### src/rtl/ir_nec_pkg.sv
// Shared types and default timing for the NEC IR transmitter (cycle counts at 50 MHz).
package ir_nec_pkg;

  typedef enum logic [2:0] {
    ST_IDLE,
    ST_LEAD_LO,
    ST_LEAD_HI,
    ST_BIT_LO,
    ST_BIT_HI,
    ST_STOP_LO,
    ST_GAP
  } nec_state_e;

  localparam int FRAME_BITS      = 32;
  localparam int DEF_LEAD_LO     = 450000;
  localparam int DEF_LEAD_HI     = 225000;
  localparam int DEF_BIT_LO      = 28000;
  localparam int DEF_ZERO_HI     = 28000;
  localparam int DEF_ONE_HI      = 84500;
  localparam int DEF_GAP_HI      = 2000000;
  localparam int DEF_CARRIER_DIV = 1316;
  localparam int DEF_CW          = 22;

endpackage

### src/rtl/ir_carrier_gen.sv
// 50%-duty carrier square wave; restarts with a high half-period whenever iEN rises.
module ir_carrier_gen #(
  parameter int DIV = 1316
) (
  input  logic iCLK,
  input  logic iRST_n,
  input  logic iEN,
  output logic oCARRIER
);

  localparam int HALF = DIV / 2;
  localparam int HW   = $clog2(HALF + 1);
  localparam logic [HW-1:0] HALF_END = HW'(HALF - 1);

  logic [HW-1:0] cnt;

  // Held in the restart condition while disabled so the next burst opens high.
  always_ff @(posedge iCLK or negedge iRST_n) begin
    if (!iRST_n) begin
      cnt      <= '0;
      oCARRIER <= 1'b1;
    end else if (!iEN) begin
      cnt      <= '0;
      oCARRIER <= 1'b1;
    end else if (cnt == HALF_END) begin
      cnt      <= '0;
      oCARRIER <= ~oCARRIER;
    end else begin
      cnt <= cnt + 1'b1;
    end
  end

endmodule

### src/rtl/ir_nec_transmit.sv
// NEC IR frame transmitter: leader, 32 LSB-first data bits, stop burst, idle gap.
// Define IR_CARRIER_EN to modulate oIR_LED with the 38 kHz carrier during bursts.
module ir_nec_transmit
  import ir_nec_pkg::*;
#(
`ifdef IR_CARRIER_EN
  parameter int CARRIER_DIV = DEF_CARRIER_DIV,
`endif
  parameter int LEAD_LO = DEF_LEAD_LO,
  parameter int LEAD_HI = DEF_LEAD_HI,
  parameter int BIT_LO  = DEF_BIT_LO,
  parameter int ZERO_HI = DEF_ZERO_HI,
  parameter int ONE_HI  = DEF_ONE_HI,
  parameter int GAP_HI  = DEF_GAP_HI,
  parameter int CW      = DEF_CW
) (
  input  logic        iCLK,
  input  logic        iRST_n,
  input  logic        iSTART,
  input  logic [15:0] iCUSTOM,
  input  logic [7:0]  iKEY,
  output logic        oBUSY,
  output logic        oDONE,
  output logic        oIRDA,
  output logic        oIR_LED
);

  localparam int IW = $clog2(FRAME_BITS);

  localparam logic [CW-1:0] LEAD_LO_END = CW'(LEAD_LO - 1);
  localparam logic [CW-1:0] LEAD_HI_END = CW'(LEAD_HI - 1);
  localparam logic [CW-1:0] BIT_LO_END  = CW'(BIT_LO - 1);
  localparam logic [CW-1:0] ZERO_HI_END = CW'(ZERO_HI - 1);
  localparam logic [CW-1:0] ONE_HI_END  = CW'(ONE_HI - 1);
  localparam logic [CW-1:0] GAP_HI_END  = CW'(GAP_HI - 1);
  localparam logic [IW-1:0] LAST_IDX    = IW'(FRAME_BITS - 1);

  nec_state_e            state;
  logic [CW-1:0]         cnt;
  logic [IW-1:0]         idx;
  logic [FRAME_BITS-1:0] frame;
  logic                  irda;
  logic                  burst;
  logic                  busy;
  logic                  done;

  // Every phase: counter starts at 0 on entry, the phase ends on the edge where cnt hits N-1.
  // burst is kept as its own register so the LED path is never a decode of irda.
  always_ff @(posedge iCLK or negedge iRST_n) begin
    if (!iRST_n) begin
      state <= ST_IDLE;
      cnt   <= '0;
      idx   <= '0;
      frame <= '0;
      irda  <= 1'b1;
      burst <= 1'b0;
      busy  <= 1'b0;
      done  <= 1'b0;
    end else begin
      done <= 1'b0;
      case (state)
        ST_IDLE: begin
          if (iSTART) begin
            frame <= {~iKEY, iKEY, iCUSTOM};
            idx   <= '0;
            cnt   <= '0;
            irda  <= 1'b0;
            burst <= 1'b1;
            busy  <= 1'b1;
            state <= ST_LEAD_LO;
          end
        end
        ST_LEAD_LO: begin
          if (cnt == LEAD_LO_END) begin
            cnt   <= '0;
            irda  <= 1'b1;
            burst <= 1'b0;
            state <= ST_LEAD_HI;
          end else begin
            cnt <= cnt + 1'b1;
          end
        end
        ST_LEAD_HI: begin
          if (cnt == LEAD_HI_END) begin
            cnt   <= '0;
            irda  <= 1'b0;
            burst <= 1'b1;
            state <= ST_BIT_LO;
          end else begin
            cnt <= cnt + 1'b1;
          end
        end
        ST_BIT_LO: begin
          if (cnt == BIT_LO_END) begin
            cnt   <= '0;
            irda  <= 1'b1;
            burst <= 1'b0;
            state <= ST_BIT_HI;
          end else begin
            cnt <= cnt + 1'b1;
          end
        end
        ST_BIT_HI: begin
          if (cnt == (frame[idx] ? ONE_HI_END : ZERO_HI_END)) begin
            cnt   <= '0;
            irda  <= 1'b0;
            burst <= 1'b1;
            if (idx == LAST_IDX) begin
              state <= ST_STOP_LO;
            end else begin
              idx   <= idx + 1'b1;
              state <= ST_BIT_LO;
            end
          end else begin
            cnt <= cnt + 1'b1;
          end
        end
        ST_STOP_LO: begin
          if (cnt == BIT_LO_END) begin
            cnt   <= '0;
            irda  <= 1'b1;
            burst <= 1'b0;
            state <= ST_GAP;
          end else begin
            cnt <= cnt + 1'b1;
          end
        end
        ST_GAP: begin
          if (cnt == GAP_HI_END) begin
            cnt   <= '0;
            idx   <= '0;
            busy  <= 1'b0;
            done  <= 1'b1;
            state <= ST_IDLE;
          end else begin
            cnt <= cnt + 1'b1;
          end
        end
        default: begin
          cnt   <= '0;
          irda  <= 1'b1;
          burst <= 1'b0;
          busy  <= 1'b0;
          state <= ST_IDLE;
        end
      endcase
    end
  end

  assign oIRDA = irda;
  assign oBUSY = busy;
  assign oDONE = done;

`ifdef IR_CARRIER_EN
  logic carrier;

  ir_carrier_gen #(
    .DIV(CARRIER_DIV)
  ) u_carrier (
    .iCLK    (iCLK),
    .iRST_n  (iRST_n),
    .iEN     (burst),
    .oCARRIER(carrier)
  );

  assign oIR_LED = burst & carrier;
`else
  assign oIR_LED = burst;
`endif

endmodule

### config.mk
export PLATFORM = sky130hd
export DESIGN_NAME = ir_nec_transmit
export DESIGN_NICKNAME = d
export VERILOG_FILES = /design/src/rtl/ir_nec_pkg.sv /design/src/rtl/ir_carrier_gen.sv /design/src/rtl/ir_nec_transmit.sv
export SDC_FILE = /design/constraint.sdc
export NUM_CORES = 1
export LEC_CHECK = 0
export BUFFER_PORTS_ARGS = -buffer_cell sky130_fd_sc_hd__buf_2
export CORE_ASPECT_RATIO = 2
export CORE_MARGIN = 4
export CORE_UTILIZATION = 54
export DETAILED_ROUTE_END_ITERATION = 16
export PLACE_DENSITY = 0.83
export SYNTH_ARGS = -nofsm -noshare
export SYNTH_HDL_FRONTEND = slang
export SYNTH_SLANG_ARGS = --single-unit
### constraint.sdc
create_clock -name iCLK -period 3 [get_ports iCLK]
set_input_delay 0.15 -clock iCLK [delete_from_list [all_inputs] [get_ports iCLK]]
set_output_delay 0.15 -clock iCLK [all_outputs]
set_load 0.01 [all_outputs]
==> results of run 1 <==
[power by group through the flow]
| stage | registers [mW] | logic [mW] | clock network [mW] |
|---|---|---|---|
| final | 1.44 | 1.13 | 1.13 |
| after global routing | 1.47 | 1.22 | 1.18 |
| after CTS | 1.43 | 1.09 | 1.13 |
| after detailed placement | 1.44 | 1.07 | 0 |
| after global placement | 1.42 | 1.03 | 0 |
| after floorplan | 1.34 | 0.803 | 0 |
[sequential cells by signal, indices dropped and copies added, names as in the netlist]
signal and flops:
frame 32, cnt 22, idx 5, state 3, oBUSY 1, oDONE 1
oIRDA 1, oIR_LED 1
[kinds of logic (layout without fill, tap and decap cells)]
family | after synthesis | in the layout | synth area share
simple gates | 157 | 157 | 0.2241
compound gates | 85 | 85 | 0.1532
flops | 66 | 66 | 0.4180
mux | 43 | 43 | 0.1380
buf+inv | 42 | 100 | 0.05506
fa+ha+maj | 3 | 3 | 0.009495
xor+xnor | 1 | 1 | 0.002216
[cells in the final DEF (no fill, tap or decap), types with 3 or more instances in the layout]
cell           count
clkinv_2           3
nand2b_1           4
a221oi_1           4
a22oi_1            4
nand4_1            5
mux2_2            32
or3_1              4
dlygate4sd3_1      3
o21a_1             4
nor4_1            13
o21ai_0           25
nor2_1            28
clkbuf_16         11
and3_1             5
o31ai_1           11
buf_2             30
mux4_2             6
ha_1               3
nand2_1           31
and2_1             3
or4b_4             4
dfrtp_1           62
o221ai_1           3
buf_4             36
a31oi_1            4
dfrtp_2            3
mux2i_1            5
inv_1             11
nor3_1            15
or4_1              4
a21oi_1           11
o22ai_1            4
nand3_1           17
[what timing repair did]
item / in CTS / in global routing
endpoints found under the hold margin: 3 / 0
buffers inserted: 0 / 1
setup endpoints to repair: 0 / 24
gates resized for setup: 0 / 10
hold buffers: 3 / 0
[layout make-up]
cell class / count / area (um2)
well taps: 90 / 112.6
repair buffers: 73 / 540.5
clock inverters: 7 / 91.34
clock buffers: 9 / 225.2
fillers: 532 / 2252
flip-flops and latches: 66 / 1657
inverters: 11 / 41.29
multi-input cells: 289 / 2128
[synth_stat cells (all sizes together), types with 4 or more instances]
library cell and n:
o22ai 4, a21oi 11, or4b 5, a31oi 4, a22oi 4, mux2 32
dfrtp 65, nand4 5, inv 11, o21ai 25, or4 4, nand2 31
o31ai 12, mux4 6, nor4 15, mux2i 5, or3 6, nand3 18
buf 21, o21a 4, nor3 18, nand2b 4, clkbuf 10, nor2 28
and3 6, a221oi 4
[path summary, 6_finish.rpt]
path | startpoint | to | slack, ps
hold reg to reg | oIR_LED | oIR_LED | 490
max in group asynchronous | iRST_n | frame[24] | 2220
setup reg to reg | cnt[21] | cnt[16] | 10
hold / removal | iRST_n | cnt[13] | -0.3
setup / recovery | cnt[21] | cnt[16] | 10
min in group iCLK | iKEY[6] | frame[30] | 0
[layer usage]
| layer | GRT usage | vias up |
|---|---|---|
| met4 | 0.2720 | 0 |
| met3 | 0.05291 | 96 |
| met1 | 0.2931 | 1760 |
| met2 | 0.5234 | 231 |
| li1 | - | 1610 |
| met5 | 0 | - |
[worst reg2reg max path: stages, from the launching register on]
cell,delay (ps)
dfrtp_1,380
or4b_4,600
or2_4,270
or4b_4,510
a41oi_4,270
nand3_4,190
buf_12,200
nor3_4,290
o21ai_0,140
==> results.md, run 1 <==
- Outcome: complete, but fails checks
- Violated checks: negative hold slack
- Final wirelength: ~12,000 um
- Mapped Avg Cell Area: around 10 um2
- Final min period: roughly 3000 ps
- Clk Tree Root Cell: clkbuf_16
- Seq pwr share: 0.389
- Yosys top cell by area: dfrtp_1
- WP data arrival: between 3000 and 4000 ps
- Inserted Diodes: 0
- Crit end category: flip-flop
- Layout cells sized above 1: 0.3297
- Starting density of the core: 0.5610
- Worst Hold Class: in2async
- Metal-1 WL: 3889 um
- Syn_nets: between 400 and 500
- Post-route cell area: approximately 4800 um2
- Top cell family by delay on the critical path: simple AND/OR/NAND/NOR gates
- WL/cell: roughly 23 um
- Sequential share of the synthesized area: 0.4180
- Met2 wire len: about 6600 um
- Final-report setup violation count: 0
- Pre-CTS setup slack: approximately 98 ps
- Worst Reg-to-Reg Cells: 8
- Critical Path Most Common Cell: or4b_4
- Worst hold slack: -0.2983 ps
- Antenna Violating Nets Remaining: 0
- TritonCTS Buffers: 9
- Distinct cells, synth: a little under 70
- Grt ovf: 0
- Worst EP required: approximately 3200 ps
- Critical path launch point type: flip-flop
- GPL Wtd Cong: around 0.99
- Crit Path Class: reg2reg
- Met3 wire length: approximately 680 um
- Crit path max fanout: 6
- CP max stage delay: roughly 600 ps
- Initial antenna violation count: 0
- Async SR Flop Fraction: 1.000
- Die X: roughly 70 um
- Maximum clock rate: approximately 0.33 GHz
- Pint: around 2.5 mW
- Critical path depth: 8
- Synthesized cell area: ~4000 um2
- Htree depth: 3
- Highest routed layer: met4
- Clock Pin Slew Worst Setup and Hold Paths: ~60 ps
- DR vias/cell: about 6.8
- Drc violations: 0
- Worst-Margin Slew: between 1000 and 1500 ps
- Psw: between 1 and 1.5 mW
- DP HPWL: between 8000 and 9000 um
- Lkg Pwr: roughly 2.0 nW
- Combinational fraction of design power: 0.305
- CP cell instances: or4b_4 -> or2_4 -> or4b_4 -> a41oi_4 -> nand3_4 -> buf_12 -> nor3_4 -> o21ai_0
- Setup TNS: 0 ps
- Number of flops mapped to enable cells by yosys: 0
- Final WS setup: slightly above 10 ps
- Hold Violations, Final: 2
- First-pass GRT wire length: 19,310 um
- Slew Viols, Final: 0
- Clk sinks: between 60 and 70
- Starting DRT DRC Count: between 500 and 600
- Largest net degree at the start of global routing: 45
- Worst-case clock buffer depth: 2
- Cells after DPL: 523
- Num ports: 31
- Final non-filler cell total: approximately 550
- Clock Latency Late Sink: approximately 340 ps
- Area growth from synthesis to layout: 21.30%
- Tot Pwr: between 3 and 4 mW
- DIE AREA: 8838 um2
- GRT Overall Usage: 0.3049
- Placed cell area: 4348 um2
- Fin Clk Skew: ~10 ps
- Core area: slightly above 7000 um2
- Final critical-path share of the clock period: 0.9966
- Number of buffer and inverter stages on the critical path: 1
- DIE HEIGHT: 129.0 um
- Clk network pwr share: 0.306
- Synth warn: 0
- Slew margin rel.: 0.2992
- RSZ-0062 raised after global routing: yes
- Site Rows: 43
- Vias in the first global route: between 3,000 and 4,000
- Final core utilization: 0.6805
- Power Density: about 770 nW/um2
- Primary FF master, synth: dfrtp_1
- Synth top area share: 0.4114
- Yosys reg bits: 66
- Slowest-stage cell, CP: or4b_4
- DR vias: around 3,700
- Final net count: 480
- Sw frac: 0.3246
- Worst IR Drop VDD: between 0.6 and 0.7 mV
- I/O Buffers: 30
- First drt pass iteration count: 5
- Area contributors post-synth: dfrtp_1 (41%), mux2_2 (9.1%), mux4_2 (3.4%)
- CTS tree: done
- Max_cap viols: 0
- Gate Count Post-Synth: between 300 and 400
(Power assumes the default switching activity.)
==> run 2: changes to the inputs <==
--- a/config.mk
+++ b/config.mk
@@ -5,12 +5,13 @@
 export SDC_FILE = /design/constraint.sdc
 export NUM_CORES = 1
 export LEC_CHECK = 0
+export ABC_AREA = 1
 export BUFFER_PORTS_ARGS = -buffer_cell sky130_fd_sc_hd__buf_2
 export CORE_ASPECT_RATIO = 2
 export CORE_MARGIN = 4
-export CORE_UTILIZATION = 54
+export CORE_UTILIZATION = 55
 export DETAILED_ROUTE_END_ITERATION = 16
-export PLACE_DENSITY = 0.83
+export PLACE_DENSITY = 0.84
 export SYNTH_ARGS = -nofsm -noshare
 export SYNTH_HDL_FRONTEND = slang
 export SYNTH_SLANG_ARGS = --single-unit
==> results.md, run 2 <==
- Cts repair resizes: 0
- DR vias/cell: between 5 and 6
- Slowest-stage cell, CP: dfrtp_1
- Power Density: 478.2 nW/um2
- Distinct cells, synth: 39
- Hold Violations, Final: 0
- Placed cell area: roughly 4200 um2
- Reg with most FFs: frame
- Synth cell count leaders: nand2_1 (225), dfrtp_1 (65), inv_1 (51)
- Crit Path Class: reg2reg
- Biggest regs: frame (32), cnt (22), idx (5)
- Final WS setup: between 400 and 500 ps
- DP HPWL: about 7900 um
- Worst Hold Class: in2reg
- Final min period: roughly 2500 ps
- Final critical-path share of the clock period: 0.8495
- Worst-Margin Slew: 903.8 ps
- Worst IR Drop VDD: approximately 0.38 mV
- Count leader, synth: nand2_1
- Final wirelength: roughly 11,000 um
- Drc violations: 0
- TritonCTS Buffers: 9
- Worst hold slack: around 8.5 ps
- Seq pwr share: 0.411
- GPL Wtd Cong: roughly 1
- CTS tree: done
- I/O Buffers: 30
- Number of flip-flops in the largest register: 32
- Maximum clock rate: just under 0.4 GHz
- Sequential share of the synthesized area: 0.4138
- Core area: ~7000 um2
- Synth warn: 0
- CP max stage delay: around 790 ps
- Most frequent cells in the layout: nand2_1 (225), dfrtp_1 (65), inv_1 (51)
- Yosys reg bits: 66
- CP cell instances: inv_2 -> nand2_1 -> nand2_1 -> nand2_1 -> nand2_1 -> nor2_1 -> nand2_1 -> nand3_2 -> nand3_1 -> nand2_1 -> nand2_2 -> nand2_4 -> nand3_4 -> nand2_1 -> nand2_1
- Grt ovf: 0
- Initial antenna violation count: 0
- Die X: 68.26 um
- DR vias: 3,855
- First drt pass iteration count: 7
- Starting DRT DRC Count: approximately 300
- Post-route cell area: between 4000 and 5000 um2
- Syn_nets: ~600
- Area contributors post-synth: dfrtp_1 (41%), nand2_1 (21%), nand3_1 (5.0%)
- Synthesized cell area: 3994 um2
- First-pass GRT wire length: about 18,000 um
- Clk network pwr share: 0.573
- Fin Clk Skew: roughly 6.0 ps
- Htree depth: 3
- Slew margin rel.: 0.3975
- Area growth from synthesis to layout: 13.57%
- Layout cells sized above 1: 0.1307
- GRT Overall Usage: 0.2678
- Worst EP required: ~3200 ps
- RSZ-0062 raised after global routing: no
- Psw: 407.8 uW
- Pint: 1.761 mW
- Setup TNS: 0 ps
- Final-report setup violation count: 0
- Inserted Diodes: 0
- Primary FF master, synth: dfrtp_1
- Crit path max fanout: 21
- Async SR Flop Fraction: 1.000
- Antenna Violating Nets Remaining: 0
- Critical path launch point type: flip-flop
- Max_cap viols: 0
- Largest net degree at the start of global routing: 39
- Clk Tree Root Cell: clkbuf_16
- Fill cell count: a little over 600
- Mapped Avg Cell Area: 7.069 um2
- Yosys top cell by area: dfrtp_1
- Lkg Pwr: around 2.3 nW
- Clk sinks: 66
- DIE HEIGHT: approximately 130 um
- DIE AREA: around 8800 um2
- Crit end category: flip-flop
- Final net count: ~620
- Gate Count Post-Synth: around 570
- Slew Viols, Final: 0
- Synth top area share: 0.4073
- WL/cell: between 15 and 20 um
- Combinational fraction of design power: 0.016
- Number of flops mapped to enable cells by yosys: 0
- WP data arrival: 2760 ps
- Worst-case clock buffer depth: 2
- Starting density of the core: 0.5710
- Vias in the first global route: 3,914
- Clock Latency Late Sink: 330 ps
- Sw frac: 0.1880
- Site Rows: between 40 and 50
- Num ports: 31
- Clock Pin Slew Worst Setup and Hold Paths: 60 ps
- Pre-CTS setup slack: roughly 510 ps
- Outcome: complete, no violations
- Critical Path Most Common Cell: nand2_1
- Commonest non-fill, non-tap cell in the layout: nand2_1
run 2: logic make-up after synthesis:
family                     synth area share
xor gates and xnor gates            0.02193
buffers and inverters               0.08145
adders and majority gates          0.009399
AOI/OAI and AO/OA                   0.06266
DFF                                  0.4138
and+or+nand+nor                      0.4107
run 2: cell type report:
type / instances / area [um2] / share of cell area
sequential: 66 / 1653 / 0.3644
inverter: 54 / 202.7 / 0.04469
clock buffer: 12 / 256.5 / 0.05655
timing repair buffer: 36 / 197.7 / 0.04359
clock inverter: 4 / 97.59 / 0.02152
tap: 90 / 112.6 / 0.02483
multi-input combinational: 425 / 2016 / 0.4444
run 2: final timing paths:
check | depth (start not counted) | startpoint | endpoint | slack, ps
setup / recovery | 15 | idx[0] | cnt[5] | 450
hold / removal | 3 | iCUSTOM[3] | frame[3] | 8
setup reg to reg | 15 | idx[0] | cnt[5] | 450
hold reg to reg | 2 | oIRDA | oIRDA | 460
max in group asynchronous | 3 | iRST_n | frame[11] | 1620
min in group asynchronous | 2 | iRST_n | cnt[8] | 490
run 2: what timing repair did:
| action | in CTS | in global routing |
|---|---|---|
| buffers inserted | 0 | 0 |
| hold buffers | 1 | 0 |
| endpoints found under the hold margin | 36 | 0 |
run 2: worst max-delay path, delay by kind of cell (launching register included):
kind	cells	cell delay [ps]
simple gates	14	1330
flops	1	790
buf+inv	1	280
run 2: power by group through the flow:
stage,clock network [mW],registers [mW],logic (mW)
4_1_cts,1.25,0.891,0.0364
3_3_place_gp,0,0.906,0.0344
6_report,1.24,0.891,0.0349
2_1_floorplan,0,0.907,0.0000150
5_1_grt,1.30,0.890,0.0413
3_5_place_dp,0,0.906,0.0355
run 2: per-layer routing:
layer,up-vias,track usage,share of wire,routed length (um)
met5,-,0,0,0
met3,53,0.05590,0.042,446
met2,144,0.4841,0.55,5916
met4,0,0.1700,0.061,656
li1,1865,-,-,-
met1,1793,0.2614,0.34,3651
run 2: metrics by stage:
stage          power (mW)  cells    util
5_1_grt             2.228    687  0.6485
3_5_place_dp       0.9420    670  0.5964
2_1_floorplan      0.9068    565       -
6_report            2.169    687  0.6485
4_1_cts             2.176    687  0.6485
3_3_place_gp       0.9409    670  0.5964
